$ cat src/rtl/scan_rx_pkg.sv
`default_nettype none
// ============================================================================
// Module      : scan_rx_pkg
// Description : Shared types and helpers for the scan_receiver block:
//               scan FSM state encoding, overflow saturation limit and the
//               channel-select width function.
// Revision    : 1.0 - initial release
// ============================================================================
package scan_rx_pkg;

    // Scan FSM states
    typedef enum logic [0:0] {
        IDLE = 1'b0,
        SCAN = 1'b1
    } state_t;

    // Saturation limit of the dropped-sample counter
    localparam logic [7:0] c_OVF_MAX = 8'hFF;

    // Width of the channel-select bus; never narrower than one bit
    function automatic int ch_width(input int nch);
        return (nch > 1) ? $clog2(nch) : 1;
    endfunction

endpackage
`default_nettype wire

$ cat src/rtl/scan_rx_fifo.sv
`default_nettype none
// ============================================================================
// Module      : scan_rx_fifo
// Description : Generic synchronous first-word-fall-through FIFO. The head
//               entry is presented combinationally; while empty the output
//               holds the most recently popped word. Pointers carry one extra
//               wrap bit to tell full from empty.
// Revision    : 1.0 - initial release
// ============================================================================
module scan_rx_fifo #(
    parameter int WIDTH = 8,
    parameter int DEPTH = 4
) (
    input  logic             clk,
    input  logic             rst,
    input  logic             i_push,
    input  logic [WIDTH-1:0] i_wdata,
    input  logic             i_pop,
    output logic [WIDTH-1:0] o_rdata,
    output logic             o_full,
    output logic             o_empty
);

    localparam int c_AW = $clog2(DEPTH);

    logic [c_AW:0]      r_wr_q, w_wr_d;
    logic [c_AW:0]      r_rd_q, w_rd_d;
    logic [WIDTH-1:0]   r_mem_q [DEPTH];
    logic [WIDTH-1:0]   r_hold_q, w_hold_d;
    logic [WIDTH-1:0]   w_head;
    logic               w_do_pop;
    logic               w_do_push;

    assign o_empty   = (r_wr_q == r_rd_q);
    assign o_full    = (r_wr_q[c_AW] != r_rd_q[c_AW]) &&
                       (r_wr_q[c_AW-1:0] == r_rd_q[c_AW-1:0]);
    assign w_head    = r_mem_q[r_rd_q[c_AW-1:0]];
    assign w_do_pop  = i_pop && !o_empty;
    // A full FIFO still accepts a write when the head leaves in the same cycle
    assign w_do_push = i_push && (!o_full || w_do_pop);
    assign o_rdata   = o_empty ? r_hold_q : w_head;

    // Pointer advance and last-popped word capture
    always_comb begin
        w_wr_d   = r_wr_q;
        w_rd_d   = r_rd_q;
        w_hold_d = r_hold_q;
        if (w_do_push) begin
            w_wr_d = r_wr_q + {{c_AW{1'b0}}, 1'b1};
        end
        if (w_do_pop) begin
            w_rd_d   = r_rd_q + {{c_AW{1'b0}}, 1'b1};
            w_hold_d = w_head;
        end
    end

    // Pointer and hold registers
    always_ff @(posedge clk) begin
        if (rst) begin
            r_wr_q   <= '0;
            r_rd_q   <= '0;
            r_hold_q <= '0;
        end else begin
            r_wr_q   <= w_wr_d;
            r_rd_q   <= w_rd_d;
            r_hold_q <= w_hold_d;
        end
    end

    // Storage array
    always_ff @(posedge clk) begin
        if (rst) begin
            for (int i = 0; i < DEPTH; i++) begin
                r_mem_q[i] <= '0;
            end
        end else if (w_do_push) begin
            r_mem_q[r_wr_q[c_AW-1:0]] <= i_wdata;
        end
    end

endmodule
`default_nettype wire

$ cat src/rtl/scan_receiver.sv
`default_nettype none
// ============================================================================
// Module      : scan_receiver
// Description : Multi-channel scanning receiver. Steps a channel select
//               across NCH sources, dwells DWELL cycles on each, samples the
//               shared bus in the last dwell cycle and queues (channel, data)
//               records in an FWFT FIFO with valid/ready output. Keeps a
//               per-channel last-value snapshot and a saturating drop count.
//               Optional build macro SCAN_RX_CHANGE_FILTER_EN: only samples
//               that differ from the channel's last value are queued (the
//               first sample of each channel after reset always is).
// Revision    : 1.0 - initial release
// ============================================================================
module scan_receiver
    import scan_rx_pkg::*;
#(
    parameter int WIDTH      = 8,
    parameter int NCH        = 4,
    parameter int DWELL      = 2,
    parameter int FIFO_DEPTH = 4,
    localparam int c_CH_W    = ch_width(NCH)
) (
    input  logic                 clk,
    input  logic                 rst,
    input  logic                 en,
    output logic [c_CH_W-1:0]    sel,
    input  logic [WIDTH-1:0]     bus_data,
    output logic                 out_valid,
    input  logic                 out_ready,
    output logic [WIDTH-1:0]     out_data,
    output logic [c_CH_W-1:0]    out_ch,
    output logic [NCH*WIDTH-1:0] last_data,
    output logic [7:0]           ovf_cnt,
    output logic                 busy
);

    localparam int                c_DW        = $clog2(DWELL);
    localparam logic [c_DW-1:0]   c_DCNT_MAX  = c_DW'(DWELL - 1);
    localparam logic [c_CH_W-1:0] c_SEL_MAX   = c_CH_W'(NCH - 1);

    typedef struct packed {
        logic [c_CH_W-1:0] ch;
        logic [WIDTH-1:0]  data;
    } rec_t;

    state_t             r_state_q, w_state_d;
    logic [c_CH_W-1:0]  r_sel_q,   w_sel_d;
    logic [c_DW-1:0]    r_dcnt_q,  w_dcnt_d;
    logic [WIDTH-1:0]   r_last_q [NCH];
    logic [WIDTH-1:0]   w_last_d [NCH];
    logic [7:0]         r_ovf_q,   w_ovf_d;
    logic               w_sample;
    logic               w_push_req;
    logic               w_push_ok;
    logic               w_pop;
    logic               w_full;
    logic               w_empty;
    rec_t               w_wrec;
    rec_t               w_head;

    // Scan sequencing: dwell counting, channel stepping and en evaluation
    always_comb begin
        w_state_d = r_state_q;
        w_sel_d   = r_sel_q;
        w_dcnt_d  = r_dcnt_q;
        w_sample  = 1'b0;
        case (r_state_q)
            IDLE: begin
                w_sel_d  = '0;
                w_dcnt_d = '0;
                if (en) begin
                    w_state_d = SCAN;
                end
            end
            SCAN: begin
                if (r_dcnt_q == c_DCNT_MAX) begin
                    // en only matters here; a started dwell always completes
                    w_sample = 1'b1;
                    w_dcnt_d = '0;
                    if (en) begin
                        w_sel_d = (r_sel_q == c_SEL_MAX) ? '0 : r_sel_q + c_CH_W'(1);
                    end else begin
                        w_state_d = IDLE;
                        w_sel_d   = '0;
                    end
                end else begin
                    w_dcnt_d = r_dcnt_q + c_DW'(1);
                end
            end
            default: begin
                w_state_d = IDLE;
                w_sel_d   = '0;
                w_dcnt_d  = '0;
            end
        endcase
    end

    // Scan state registers
    always_ff @(posedge clk) begin
        if (rst) begin
            r_state_q <= IDLE;
            r_sel_q   <= '0;
            r_dcnt_q  <= '0;
        end else begin
            r_state_q <= w_state_d;
            r_sel_q   <= w_sel_d;
            r_dcnt_q  <= w_dcnt_d;
        end
    end

`ifdef SCAN_RX_CHANGE_FILTER_EN
    logic [NCH-1:0] r_seen_q, w_seen_d;

    // Remember which channels have produced a sample since reset
    always_comb begin
        w_seen_d = r_seen_q;
        if (w_sample) begin
            w_seen_d[r_sel_q] = 1'b1;
        end
    end

    // Seen-flag registers
    always_ff @(posedge clk) begin
        if (rst) begin
            r_seen_q <= '0;
        end else begin
            r_seen_q <= w_seen_d;
        end
    end

    assign w_push_req = w_sample &&
                        (!r_seen_q[r_sel_q] || (bus_data != r_last_q[r_sel_q]));
`else
    assign w_push_req = w_sample;
`endif

    assign w_pop     = out_valid && out_ready;
    assign w_push_ok = w_push_req && (!w_full || w_pop);
    assign w_wrec    = '{ch: r_sel_q, data: bus_data};

    // Snapshot update and dropped-sample accounting
    always_comb begin
        w_last_d = r_last_q;
        w_ovf_d  = r_ovf_q;
        if (w_sample) begin
            w_last_d[r_sel_q] = bus_data;
        end
        if (w_push_req && !w_push_ok && (r_ovf_q != c_OVF_MAX)) begin
            w_ovf_d = r_ovf_q + 8'd1;
        end
    end

    // Snapshot and overflow registers
    always_ff @(posedge clk) begin
        if (rst) begin
            for (int k = 0; k < NCH; k++) begin
                r_last_q[k] <= '0;
            end
            r_ovf_q <= '0;
        end else begin
            r_last_q <= w_last_d;
            r_ovf_q  <= w_ovf_d;
        end
    end

    scan_rx_fifo #(
        .WIDTH (c_CH_W + WIDTH),
        .DEPTH (FIFO_DEPTH)
    ) u_fifo (
        .clk     (clk),
        .rst     (rst),
        .i_push  (w_push_ok),
        .i_wdata (w_wrec),
        .i_pop   (w_pop),
        .o_rdata (w_head),
        .o_full  (w_full),
        .o_empty (w_empty)
    );

    generate
        for (genvar k = 0; k < NCH; k++) begin : g_flat
            assign last_data[k*WIDTH +: WIDTH] = r_last_q[k];
        end
    endgenerate

    assign sel       = r_sel_q;
    assign out_valid = !w_empty;
    assign out_data  = w_head.data;
    assign out_ch    = w_head.ch;
    assign ovf_cnt   = r_ovf_q;
    assign busy      = (r_state_q == SCAN);

endmodule
`default_nettype wire
$ cat config.mk
export PLATFORM = sky130hd
export DESIGN_NAME = scan_receiver
export DESIGN_NICKNAME = d
export VERILOG_FILES = /design/src/rtl/scan_rx_pkg.sv /design/src/rtl/scan_rx_fifo.sv /design/src/rtl/scan_receiver.sv
export SDC_FILE = /design/constraint.sdc
export NUM_CORES = 1
export LEC_CHECK = 0
export CORE_ASPECT_RATIO = 2
export CORE_MARGIN = 2
export CORE_UTILIZATION = 48
export CTS_CLUSTER_DIAMETER = 80
export CTS_CLUSTER_SIZE = 14
export DETAILED_ROUTE_END_ITERATION = 8
export PLACE_DENSITY = 0.76
export SLEW_MARGIN = 20
export SYNTH_ARGS = -nofsm -noshare
export SYNTH_HDL_FRONTEND = slang
export SYNTH_SLANG_ARGS = --single-unit
export TNS_END_PERCENT = 5
$ cat constraint.sdc
create_clock -name clk -period 1.84 [get_ports clk]
set_input_delay 0.276 -clock clk [delete_from_list [all_inputs] [get_ports clk]]
set_output_delay 0.276 -clock clk [all_outputs]
set_load 0.01 [all_outputs]
==> results.toml, run 1 <==
[status]
status = "finished, violations left"
violations = "setup timing"

[layout]
fin_nets = 515
drive_gt1_share_pct = 21.2
fill_cells = 679
utilization_pct = 64.9
multi_input_area_um2 = 1860
num_antenna_cells = 0
fin_cells = 603
area_growth_pct = 33.1
final_area_um2 = 5770
ff_latch_area_um2 = 2450

[yosys]
postSynthAreaPerCell_um2 = 10.5
synth_top_area_share_pct = 28.6
syn-instance-count = 413
synth_largest_area_cell = "dfxtp_1"
ys_seq_area_share_pct = 56.3
synth.area.top_cells = "dfxtp_1 29%, edfxtp_1 28%, a21oi_1 6.6%"
synth_warnings = 0
synth_area_um2 = 4340
synth_fp_nets = 432
synth_cell_type_count = 35
synth-seq-cells = 102

[global_routing]
globalRouteOverflowTotal = 0
grt_pass1_wl_um = 16800
grt_max_degree = 39
antenna_found_initial = 0
grt_pass1_vias = 3492
grt_usage_pct = 21.5

[timing]
fin_crit_ns = 2.12
worst_slew_pin_slew_ns = 0.498
setup_viol = 46
fin_tns_setup_ns = -4.24
setup_ws_ns = -0.284
slew_headroom_pct = 66.5
clock_skew_ns = 0.00676
slew_violations = 0
rsz0062_at_grt = "yes"
fin_crit_sh_pct = 115
fmax_mhz = 471
finalHoldViolations = 0

[power]
leakagePower_nw = 2.04
ir_drop_uv = 651
cellPowerDensity_nw_per_um2 = 822
fin_total_pwr_mw = 4.74

[placement]
gp_congestion = 0.807
dp_cells = 581
place_area_um2 = 5270
post-dp-hpwl_um = 7460
io_buffers = 65

[critical_path]
crit_fanout = 7
cp.required_ns = 1.56
cp-end-kind = "output pin"
r2r_start = "u_fifo.r_wr_q[0]"
worstPathArrival_ns = 1.85
r2r_slack_ns = -0.19
crit_type = "reg2out"
critical_path.startpoint_type = "register"
r2r_end = "ovf_cnt[7]"
rr_worst_depth = 5

[die]
die_w_um = 71.2
start_util_pct = 48.8
coreArea_um2 = 8890
io-pin-count = 66
die_area_um2 = 9860
rows = 49
die_y_um = 138

[hold_path]
hold_path.class = "reg2reg"
holdPathStages = 2
hold_path.startpoint = "u_fifo.r_hold_q[7]"
hold_end = "u_fifo.r_hold_q[7]"

[clocking]
postCtsHoldBufs = 0
clockBufferDepth = 2
cts_tree = "done"
cts-htree-levels = 3
cts_sinks = 102
clk_pin_slew_ns = 0.07
cts_buffers = 9
clock_latency_ns = 0.34
cts_root_buffer = "clkbuf_16"

[routing]
remaining_drc_errors = 0
final_antenna_net_count = 0
drt-vias-per-instance = 5.56
num_vias = 3351
drt-pass1-iter-count = 4
wl_per_cell_um = 17.0
initialDrtViolationCount = 98
routed_wirelength_um = 10300

[flow_run]
drv_cap = 0
## final cells by class
cell class	count	share of cell area [%]
Clock buffer	9	3.90
Clock inverter	7	1.52
Inverter	6	0.390
Multi-Input combinational cell	277	32.2
Sequential cell	102	42.4
Tap cell	102	2.21
Timing Repair Buffer	100	17.4
## layer usage
metal	track usage, %	vias up	wire length (µm)	part of all wire [%]
li1	-	1636	-	-
met1	21.0	1608	3500	34
met2	42.2	87	6170	60
met3	3.79	20	383	3.7
met4	8.84	0	224	2.2
met5	0	-	0	0
## sequential cells by signal (all words and copies together), names as in the netlist, 2 cells and up, named ones only
register,count
u_fifo.r_wr_q,3
u_fifo.r_hold_q,10
sel,2
u_fifo.r_rd_q,3
ovf_cnt,8
last_data,32
u_fifo.r_mem_q,40
## cells in the mapped netlist
cell type  count
and2_1        39
dfxtp_1       62
nand4_1        2
o2111ai_1      1
nand2_1       50
mux2_2        10
or4_1          5
buf_1          3
nor2_1         8
o31ai_1        6
xor2_1         5
nand2b_1       1
buf_4          1
nor4b_1        2
o21ai_0        5
nand3_1       49
ha_1           7
and4_1         1
or2_2          4
or4_4          1
or3_1          4
a41o_1         1
edfxtp_1      40
a21oi_1       57
a311oi_1       1
nor4_1         2
inv_1          6
buf_2          1
nor3_1         2
clkbuf_1      23
mux4_2        10
xnor2_1        1
o41ai_2        1
and3_1         1
nor2b_1        1
## what timing repair did
action,4_1_cts,5_1_grt
cloned,1,0
resized for setup,73,13
pin swaps,8,6
setup buffers,3,2
setup endpoints to repair,67,86
## cells by family after synthesis
family                     synth area share [%]
AOI/OAI and AO/OA                          9.20
xor gates and xnor gates                   1.21
adders and majority gates                  2.02
buffers and inverters                      3.06
DFF                                        56.3
muxes                                      7.79
and+or+nand+nor                            20.4
## metrics by stage
step	hold slack (ns)	setup WS, ns
after floorplan	0.393	-0.119
after global placement	0.439	-0.323
after detailed placement	0.448	-0.363
after CTS	0.455	-0.323
after global routing	0.481	-0.343
final	0.454	-0.284
## how the worst max path moves through the flow
stage,startpoint,to,cells after the start
floorplan,register,out_ch[0],3
global placement,out_ready,ovf_cnt[7],4
detailed placement,out_ready,ovf_cnt[7],4
CTS,u_fifo.r_wr_q[0],out_data[4],5
global route,u_fifo.r_wr_q[2],out_data[4],5
finish,u_fifo.r_wr_q[2],out_data[5],5
## cell usage in the layout (no fill, tap or decap), types with 3 or more instances in the layout
cell / netlist / routed
or3_1: 4 / 3
inv_6: 0 / 3
dfxtp_1: 62 / 57
clkbuf_16: 0 / 9
mux2_2: 10 / 10
xor2_1: 5 / 4
or2_4: 0 / 3
nand3_1: 49 / 49
edfxtp_1: 40 / 40
nand2_1: 50 / 50
inv_1: 6 / 6
a21oi_1: 57 / 56
buf_12: 0 / 3
and2_4: 0 / 3
o31ai_1: 6 / 4
mux4_2: 10 / 10
buf_4: 1 / 26
ha_1: 7 / 7
or4_1: 5 / 5
clkdlybuf4s50_1: 0 / 53
o21ai_0: 5 / 4
buf_6: 0 / 15
dfxtp_2: 0 / 5
nor2_1: 8 / 7
and2_1: 39 / 36
## critical path, stage by stage, from the launching register on
cell and delay, ns:
dfxtp_2 0.33, xor2_1 0.17, or3_4 0.44, buf_8 0.16, mux2_2 0.28, buf_6 0.12
## power breakdown
| part | internal (mW) | switching (mW) |
|---|---|---|
| combinational | 0.185 | 0.190 |
| sequential | 2.39 | 0.0193 |
| clock | 1.09 | 0.869 |
| total | 3.67 | 1.08 |
No activity file was read; power rests on OpenSTA's default activity.
==> inputs of run 2 (changes only) <==
--- a/config.mk
+++ b/config.mk
@@ -6,7 +6,6 @@
 export NUM_CORES = 1
 export LEC_CHECK = 0
 export CORE_ASPECT_RATIO = 2
-export CORE_MARGIN = 2
 export CORE_UTILIZATION = 48
 export CTS_CLUSTER_DIAMETER = 80
 export CTS_CLUSTER_SIZE = 14
==> run 2 against run 1 <==
Against the previous run:
- the flow still finishes with violations (setup timing)
- highest routed layer unchanged
- final cell count shrank 0.33%
- clock power shrank 3%
- critical endpoint is now out_data[4]
- global-route usage grew 0.79 points
- wire length shrank 0.47%
- via count grew 0.48%
- first-iteration DRC count grew 35%
- final area is the same
- count of clock-buffer cells in the layout grew 1
- worst hold slack lost 0.026 ns
- maximum frequency shrank 4.0%
==> results.toml, run 2 (synthesized netlist as in run 1, its figures left out) <==
[critical_path]
r2r_start = "u_fifo.r_wr_q[0]"
crit_fanout = 4
path_cells = "xor2_1 -> or3_4 -> buf_16 -> mux2_4 -> buf_6"
critical_path.startpoint_type = "register"
worstPathArrival_ns = 1.94
cp-end-kind = "output pin"
max_stage_delay_ns = 0.48
startpoint = "u_fifo.r_wr_q[2]"
crit_type = "reg2out"
slowest_stage = "or3_4"
cp_num_buf_inv = 2
critPathTopFamily = "simple AND/OR/NAND/NOR gates"
cp.required_ns = 1.56

[layout]
fin_cells = 601
fin_nets = 515
drive_gt1_share_pct = 19.8
area_growth_pct = 33.1
largest_register_ffs = 40
final_cell_mix = "60 x dfxtp_1, 55 x a21oi_1, 53 x clkdlybuf4s50_1"
fill_cells = 649
multi_input_area_um2 = 1850
ff_latch_area_um2 = 2440
utilization_pct = 66.3
num_antenna_cells = 0
regMostFlops = "u_fifo.r_mem_q"
layout_commonest_cell = "dfxtp_1"

[power]
cellPowerDensity_nw_per_um2 = 815
fin_total_pwr_mw = 4.71
ir_drop_uv = 677
leakagePower_nw = 2.03

[hold_path]
hold_path.class = "in2reg"
hold_path.startpoint = "rst"

[placement]
gp_congestion = 0.778
io_buffers = 65
dp_cells = 580
post-dp-hpwl_um = 7220

[timing]
finalHoldViolations = 0
setup_ws_ns = -0.373
fin_crit_ns = 2.21
fin_crit_sh_pct = 120
fmax_mhz = 452
slew_headroom_pct = 64.2
worst_slew_pin_slew_ns = 0.533
hold_slack_ns = 0.429
slew_violations = 0
setup_viol = 29
rsz0062_at_grt = "yes"
clock_skew_ns = 0.00842

[clocking]
cts-htree-levels = 3
cts_tree = "done"
cts_root_buffer = "clkbuf_16"
clock_latency_ns = 0.35
clk_pin_slew_ns = 0.07
clockBufferDepth = 2
cts_buffers = 9
cts_sinks = 102

[die]
coreArea_um2 = 8710
rows = 48
die_y_um = 136
die_w_um = 69.2
die_area_um2 = 9440
io-pin-count = 66
start_util_pct = 49.8

[routing]
drt-pass1-iter-count = 5
drt-vias-per-instance = 5.60
remaining_drc_errors = 0
routed_wirelength_um = 10200
num_vias = 3367
initialDrtViolationCount = 132
final_antenna_net_count = 0
wl_per_cell_um = 17.0

[flow_run]
drv_cap = 0

[global_routing]
grt_pass1_wl_um = 16400
globalRouteOverflowTotal = 0
grt_usage_pct = 22.3
grt_max_degree = 41
grt_pass1_vias = 3389
antenna_found_initial = 0

[status]
status = "finished, violations left"
violations = "setup timing"
run 2: changes by cell type in the layout (fill, tap and decap cells not counted), moves of 2 or more:
| cell | before | now |
|---|---|---|
| inv_6 | 3 | 1 |
| and2_4 | 3 | 1 |
| dfxtp_1 | 57 | 60 |
| dfxtp_2 | 5 | 2 |
| and2_1 | 36 | 38 |
| buf_6 | 15 | 13 |
run 2: worst paths after layout:
check                    endpoint  slack (ns)  cells after the start
max                   out_data[4]       -0.37                      5
min          u_fifo.r_mem_q[3][4]        0.43                      2
max reg2reg            ovf_cnt[4]       -0.16                      5
min reg2reg         last_data[22]        0.46                      2
run 2: metal layers:
layer  GRT usage, %  vias to the layer above  share of wire [%]
li1               -                     1641                  -
met1           21.9                     1630                 35
met2           45.0                       80                 60
met3           2.89                       16                3.2
met4           9.75                        0                2.1
met5              0                        -                  0
run 2: cell type report:
cell class                 count  area share, %
clock inverter                 6           1.21
multi-input combinational    277           32.1
clock buffer                  10           3.97
inverter                       6          0.390
tap                          100           2.17
timing repair buffer         100           17.8
sequential                   102           42.3
run 2: where the power goes:
| group | leakage (nW) | internal [mW] | switching [mW] |
|---|---|---|---|
| clock | 0.143 | 1.07 | 0.838 |
| combinational | 0.974 | 0.196 | 0.196 |
| sequential | 0.914 | 2.39 | 0.0189 |
| total | 2.03 | 3.65 | 1.05 |
run 2: repair_timing:
item	4_1_cts	5_1_grt
hold buffers	0	0
cloned	2	0
setup buffers	1	2
pin swaps	8	5
gates resized for setup	72	10
endpoints found under the setup margin	81	82
run 2: worst register-to-register path, delay by kind of cell (launching register included):
kind / cells / cell delay (ns)
buf+inv: 1 / 0.17
flops: 1 / 0.33
compound gates: 1 / 0.16
simple gates: 2 / 1.12
xor+xnor: 1 / 0.17
run 2: per-stage QoR:
| step | cell area (µm²) | setup TNS [ns] | worst slack [ns] |
|---|---|---|---|
| 6_report | 5770 | -4.27 | -0.373 |
| 5_1_grt | 5770 | -10.42 | -0.408 |
| 4_1_cts | 5710 | -3.75 | -0.347 |
| 3_5_place_dp | 5270 | -24.68 | -0.363 |
| 3_3_place_gp | 5270 | -20.52 | -0.325 |
| 2_1_floorplan | 4350 | -1.73 | -0.119 |
